### config.mk
export PLATFORM = sky130hd
export DESIGN_NAME = p_multiplier
export DESIGN_NICKNAME = d
export VERILOG_FILES = /design/src/rtl/p_multiplier.sv
export SDC_FILE = /design/constraint.sdc
export NUM_CORES = 1
export LEC_CHECK = 0
export ABC_AREA = 1
export BUFFER_PORTS_ARGS = -buffer_cell sky130_fd_sc_hd__buf_2
export CAP_MARGIN = 40
export CORE_MARGIN = 3
export CORE_UTILIZATION = 48
export DETAILED_ROUTE_END_ITERATION = 8
export PLACE_DENSITY = 0.67
export SYNTH_ARGS = -nofsm -noshare
export SYNTH_HDL_FRONTEND = slang
export SYNTH_SLANG_ARGS = --single-unit
### constraint.sdc
create_clock -name clk -period 2.3 [get_ports clk]
set_input_delay 0.345 -clock clk [delete_from_list [all_inputs] [get_ports clk]]
set_output_delay 0.345 -clock clk [all_outputs]
set_load 0.03 [all_outputs]
### src/rtl/p_multiplier.sv
// p_multiplier: sequential shift-and-add multiplier, WIDTH x WIDTH -> 2*WIDTH.
// One partial-product add per BUSY cycle; the result is ready WIDTH cycles
// after the start edge.
//
// Handshake: a start is accepted on a 0->1 transition of input_ready, seen
// against a registered copy of input_ready, while the block is in IDLE or
// DONE. output_ready then drops. It rises together with the new product
// after WIDTH cycles and stays high until the next accepted start or reset.
// While the block is BUSY, input_ready transitions and operand changes are
// ignored; they are not queued.
//
// Build option: define P_MULTIPLIER_SIGNED_EN to treat a, b and product as
// two's complement. The default build is purely unsigned.
module p_multiplier #(
  parameter int WIDTH = 8
) (
  input  logic               clk,
  input  logic               input_ready,
  output logic               output_ready,
  input  logic               reset,
  input  logic [WIDTH-1:0]   a,
  input  logic [WIDTH-1:0]   b,
  output logic [2*WIDTH-1:0] product
);

  localparam int PW = 2 * WIDTH;
  // Counter runs 0..WIDTH-1; WIDTH >= 2 keeps CW >= 1.
  localparam int CW = $clog2(WIDTH);
  localparam logic [CW-1:0] LAST_CNT = CW'(WIDTH - 1);

  localparam logic [1:0] IDLE = 2'd0;
  localparam logic [1:0] BUSY = 2'd1;
  localparam logic [1:0] DONE = 2'd2;

  logic [1:0]       state;
  logic             ir_q;
  logic [CW-1:0]    cnt;
  logic [PW-1:0]    mcand;
  logic [WIDTH-1:0] mplier;
  logic [PW-1:0]    acc;
  logic [PW-1:0]    partial;
  logic [PW-1:0]    acc_next;
  logic [PW-1:0]    result;
  logic [WIDTH-1:0] a_op;
  logic [WIDTH-1:0] b_op;
  logic             start;

`ifdef P_MULTIPLIER_SIGNED_EN
  logic neg;
  logic neg_q;

  // Signed build: iterate on magnitudes, then restore the sign on completion.
  always_comb begin
    a_op     = a[WIDTH-1] ? (~a + {{(WIDTH-1){1'b0}}, 1'b1}) : a;
    b_op     = b[WIDTH-1] ? (~b + {{(WIDTH-1){1'b0}}, 1'b1}) : b;
    neg      = a[WIDTH-1] ^ b[WIDTH-1];
    partial  = mplier[0] ? mcand : '0;
    acc_next = acc + partial;
    result   = neg_q ? (~acc_next + {{(PW-1){1'b0}}, 1'b1}) : acc_next;
  end
`else
  // Unsigned build: operands are used as-is.
  always_comb begin
    a_op     = a;
    b_op     = b;
    partial  = mplier[0] ? mcand : '0;
    acc_next = acc + partial;
    result   = acc_next;
  end
`endif

  // A start is a fresh rising edge of input_ready. The state check is in the FSM.
  always_comb begin
    start = input_ready & ~ir_q;
  end

  // Control FSM plus the shift-and-add datapath. The final add goes straight into product.
  always_ff @(posedge clk) begin
    if (!reset) begin
      state        <= IDLE;
      ir_q         <= 1'b0;
      cnt          <= '0;
      mcand        <= '0;
      mplier       <= '0;
      acc          <= '0;
      output_ready <= 1'b0;
      product      <= '0;
`ifdef P_MULTIPLIER_SIGNED_EN
      neg_q        <= 1'b0;
`endif
    end else begin
      ir_q <= input_ready;
      case (state)
        IDLE, DONE: begin
          if (start) begin
            mcand        <= {{WIDTH{1'b0}}, a_op};
            mplier       <= b_op;
            acc          <= '0;
            cnt          <= '0;
            output_ready <= 1'b0;
            state        <= BUSY;
`ifdef P_MULTIPLIER_SIGNED_EN
            neg_q        <= neg;
`endif
          end
        end
        BUSY: begin
          acc    <= acc_next;
          mcand  <= mcand << 1;
          mplier <= mplier >> 1;
          cnt    <= cnt + 1'b1;
          if (cnt == LAST_CNT) begin
            product      <= result;
            output_ready <= 1'b1;
            state        <= DONE;
          end
        end
        default: state <= IDLE;
      endcase
    end
  end

endmodule

## Word-level counts from Yosys, hierarchy flattened

Index checks and enable logic that the tools add are counted.
Widths: inputs -> output; s select.

| cells by class | value |
|---|---|
| reductions and logical operators | 7 |
| equal/unequal tests | 5 |
| bitwise logic cells | 2 |
| add/sub/neg operators | 2 |
| muxes and demuxes | 15 |

Operators by type and width:

| kind | number |
|---|---|
| $pmux 16 s2 | 2 |
| $mux 16 | 3 |
| $add 16x16->16 | 1 |
| $pmux 8 s2 | 1 |
| $mux 8 | 1 |
| $pmux 3 s2 | 1 |
| $reduce_and 2->1 | 3 |
| $mux 2 | 2 |
| $ne 2x2->1 const B | 2 |
| $pmux 2 s2 | 1 |
| $add 3x1->3 const B | 1 |
| $eq 3x3->1 const B | 1 |
| $mux 3 | 1 |
| $reduce_and 3->1 | 1 |
| $eq 2x1->1 const B | 1 |
| $eq 2x2->1 const B | 1 |
| $logic_not 2->1 | 1 |
| $mux 1 | 2 |
| $pmux 1 s2 | 1 |
| $reduce_bool 2->1 | 1 |
| $reduce_or 2->1 | 1 |
| $and 1x1->1 | 1 |
| $not 1->1 | 1 |

| word-level totals | value |
|---|---|
| flip-flop bits (word level) | 63 |
| logic and storage cells | 39 |
| bits of input ports | 19 |

## Logic depth before layout (Yosys ltp)

| depth | value |
|---|---|
| depth in word-level cells | 4 |
| depth in mapped cells | 17 |

## Least setup slack after synthesis

No wires, ideal clock.

| timing | value |
|---|---|
| path kind | register -> register |
| from | reg mplier[0] |
| to | reg product[14] |
| buffers on the path | 2 |
| slack | 233 ps |
| stages on the path, launching flop included | 17 |
| required time | 2186 ps |
| setup time | 114 ps |
| data arrival time | 1954 ps |
| path through | dfxtp_1 buf_2 clkbuf_1 nand2_1 inv_1 ha_1 fa_1 nand2_1 nand2_1 nand3b_1 nand2_1 nand2_1 nand2_1 nand2_1 nand2_1 o21bai_1 inv_1 |

| between the ends | value |
|---|---|
| cells in the longest elaborated chain, start to end | 2 |

RTL lines:

| what | line | RTL |
|---|---|---|
| from (decl) | 39 | `logic [WIDTH-1:0] mplier;` |
| from (signal assigned) | 97 | `mplier <= b_op;` |
| from (signal assigned) | 110 | `mplier <= mplier >> 1;` |
| $mux 16 | 66 | `partial = mplier[0] ? mcand : '0;` |
| $add 16x16->16 | 67 | `acc_next = acc + partial;` |
| to (signal assigned) | 113 | `product <= result;` |
| to (decl) | 23 | `output logic [2*WIDTH-1:0] product` |

Every way passes these cells.
A chain may end at the register's enable or synchronous reset.

## Final worst setup path

Same ends and word-level chain as after synthesis.

==> flow_summary.json <==
{
  "outcome": "complete, no violations",
  "clockBufferDepth": 2,
  "firstDrtPassIters": 4,
  "dieArea_sq_um": 8060,
  "critPathLaunchType": "flip-flop",
  "synthesis.nets": 540,
  "cts_tree": "done",
  "routed_wl_um": 7850,
  "core_sq_um": 6570,
  "pwr_density_cell_nw_per_um2": 647,
  "h-tree-depth": 3,
  "rsz0062_at_grt": "no",
  "die_y_um": 89.8,
  "drt_iter0_markers": 137,
  "grt_pass1_wl_um": 13600,
  "clk_latency_ns": 0.34,
  "antenna_found_initial": 0,
  "irDropWorstVdd_mv": 0.416,
  "crit_type": "flip-flop to flip-flop",
  "globalplace.congestion": 0.836,
  "max_freq_mhz": 482,
  "syn_area_per_cell_sq_um": 6.70,
  "drive_gt1_share_pct": 12.3,
  "multiInputGateArea_sq_um": 1760,
  "place_inst": 614,
  "portBuffers": 35,
  "drc": 0,
  "worstPathMaxFanout": 17,
  "cts_inserted_buffers": 9,
  "vias_per_cell": 4.99,
  "io_pins": 36,
  "globalRouteOverflowTotal": 0,
  "max_slew.worst_pin.slew_ns": 0.706,
  "track_usage_pct": 20.4,
  "place_ws_ns": 0.104,
  "vias": 3142,
  "slew_violations": 0,
  "post_drt_wl_per_cell_um": 12.5,
  "p_leak_nw": 1.98,
  "grt_max_degree": 43,
  "gr-usage-met2_pct": 32.1,
  "hold_violations": 0,
  "maxSlewHeadroom_pct": 52.9,
  "num_antenna_cells": 0,
  "initial_utilization_pct": 51.3,
  "ant_nets": 0,
  "synthArstFlopShare_pct": 0,
  "fin_tns_setup_ns": 0,
  "clkTransAtPathRegs_ns": 0.08,
  "finalClockSkew_ns": 0.0116,
  "ys_types": 29,
  "met3_usage_pct": 3.26,
  "ys_warn_count": 0,
  "ys_seq_elements": 63,
  "cap_violations": 0,
  "row_count": 29,
  "synth-seq-area-share_pct": 37.4,
  "layout.nets": 569,
  "fin_cells": 630,
  "stdcell_area_sq_um": 3810,
  "yosys_most_used_dff": "dfxtp_1",
  "critPathCaptureType": "flip-flop",
  "dp_hpwl_um": 5410,
  "min_period_ns": 2.07,
  "busiest_layer": "met2",
  "cts_root_buffer": "clkbuf_8",
  "fillers": 652,
  "fp.dieW_um": 89.8,
  "synthesis.area_sq_um": 3370,
  "hp-class": "input port to flip-flop",
  "grt_pass1_vias": 3002,
  "worst_slack_ns": 0.226,
  "finalPower_mw": 2.47,
  "seqCellArea_sq_um": 1260,
  "synth-edff-count": 0,
  "crit_arrival_ns": 2.31,
  "cts_num_sinks": 63,
  "cp.required_ns": 2.54,
  "timing.final.crit_share_pct": 90.2,
  "area_delta_synth_final_pct": 13.2,
  "synthCells": 503,
  "setup-violations-final": 0,
  "placed_area_sq_um": 3580,
  "met1_usage_pct": 27.9
}
## power breakdown
group	switching [mW]	internal (mW)
clock network	0.481	0.623
logic	0.136	0.0630
registers	0.0334	1.13
total	0.650	1.82
## synthesized netlist by cell type (5+ instances only)
master	n	area, sq um
nand2_1	192	721
dfxtp_1	63	1260
inv_1	60	225
a21oi_1	47	235
nand3_1	20	100
o21ai_0	19	95.1
ha_1	17	213
a31oi_1	14	87.6
nor2_1	11	41.3
buf_2	7	35.0
clkbuf_1	6	22.5
o21bai_1	6	45.0
xor2_1	6	52.6
buf_4	5	37.5
## registers in the layout, summed over array words and instances, names as in the netlist
signal	cells
mplier	8
acc	16
product	16
ir_q	1
cnt	3
state	2
output_ready	1
mcand	16
## layer usage
metal / part of all wire (%) / vias up
li1: - / 1649
met1: 50 / 1412
met2: 43 / 64
met3: 4.1 / 17
met4: 2.0 / 0
met5: 0 / -
## worst paths after layout
| kind | end | startpoint | cells past startpoint | slack [ns] |
|---|---|---|---|---|
| max reg2reg | product[14] | mplier[0] | 14 | 0.23 |
| min reg2reg | product[1] | product[1] | 2 | 0.46 |
| min | ir_q | input_ready | 3 | 0.21 |
| max | product[14] | mplier[0] | 14 | 0.23 |
## layout make-up
cell class | count | area share, %
Multi-Input combinational cell | 354 | 46.0
Sequential cell | 63 | 33.1
Inverter | 65 | 6.46
Timing Repair Buffer | 39 | 5.38
Clock buffer | 9 | 3.25
Tap cell | 93 | 3.05
Clock inverter | 7 | 2.72
## through the flow
step                      hold WS (ns)  util [%]
after global placement           0.444      54.6
final                            0.209      58.1
after CTS                        0.192      58.0
after floorplan                  0.429         -
after detailed placement         0.448      54.6
after global routing             0.218      58.1
## critical path, stage by stage (launching register included)
cell	delay, ns
dfxtp_2	0.42
nand2_1	0.10
inv_1	0.05
ha_1	0.20
fa_1	0.43
nand2_1	0.09
nand2_1	0.05
nand3b_1	0.07
nand2_1	0.11
nand2_1	0.11
nand2_1	0.06
nand2_1	0.06
nand2_1	0.07
o21bai_1	0.12
inv_1	0.05
## cells in the final DEF (no fill, tap or decap), types with 9 or more instances in the layout
cell      count
dfxtp_1      62
a31oi_1      14
o21ai_0      19
ha_1         17
nor2_1       11
buf_2        35
clkbuf_8      9
nand2_1     192
inv_1        60
nand3_1      20
a21oi_1      47
## cells by family (layout without fill, tap and decap cells)
family,after synthesis,in the layout,synth area share (%)
flops,63,63,37.4
simple gates,236,236,28.3
fa+ha+maj,18,18,6.91
compound gates,93,93,15.1
buf+inv,86,120,10.5
xor+xnor,7,7,1.82
## what timing repair did
action,CTS,global route
endpoints found under the setup margin,0,21
hold buffers,0,0
setup buffers,0,0
resized for setup,0,1
Note: power is estimated with default switching activity, not from simulation.
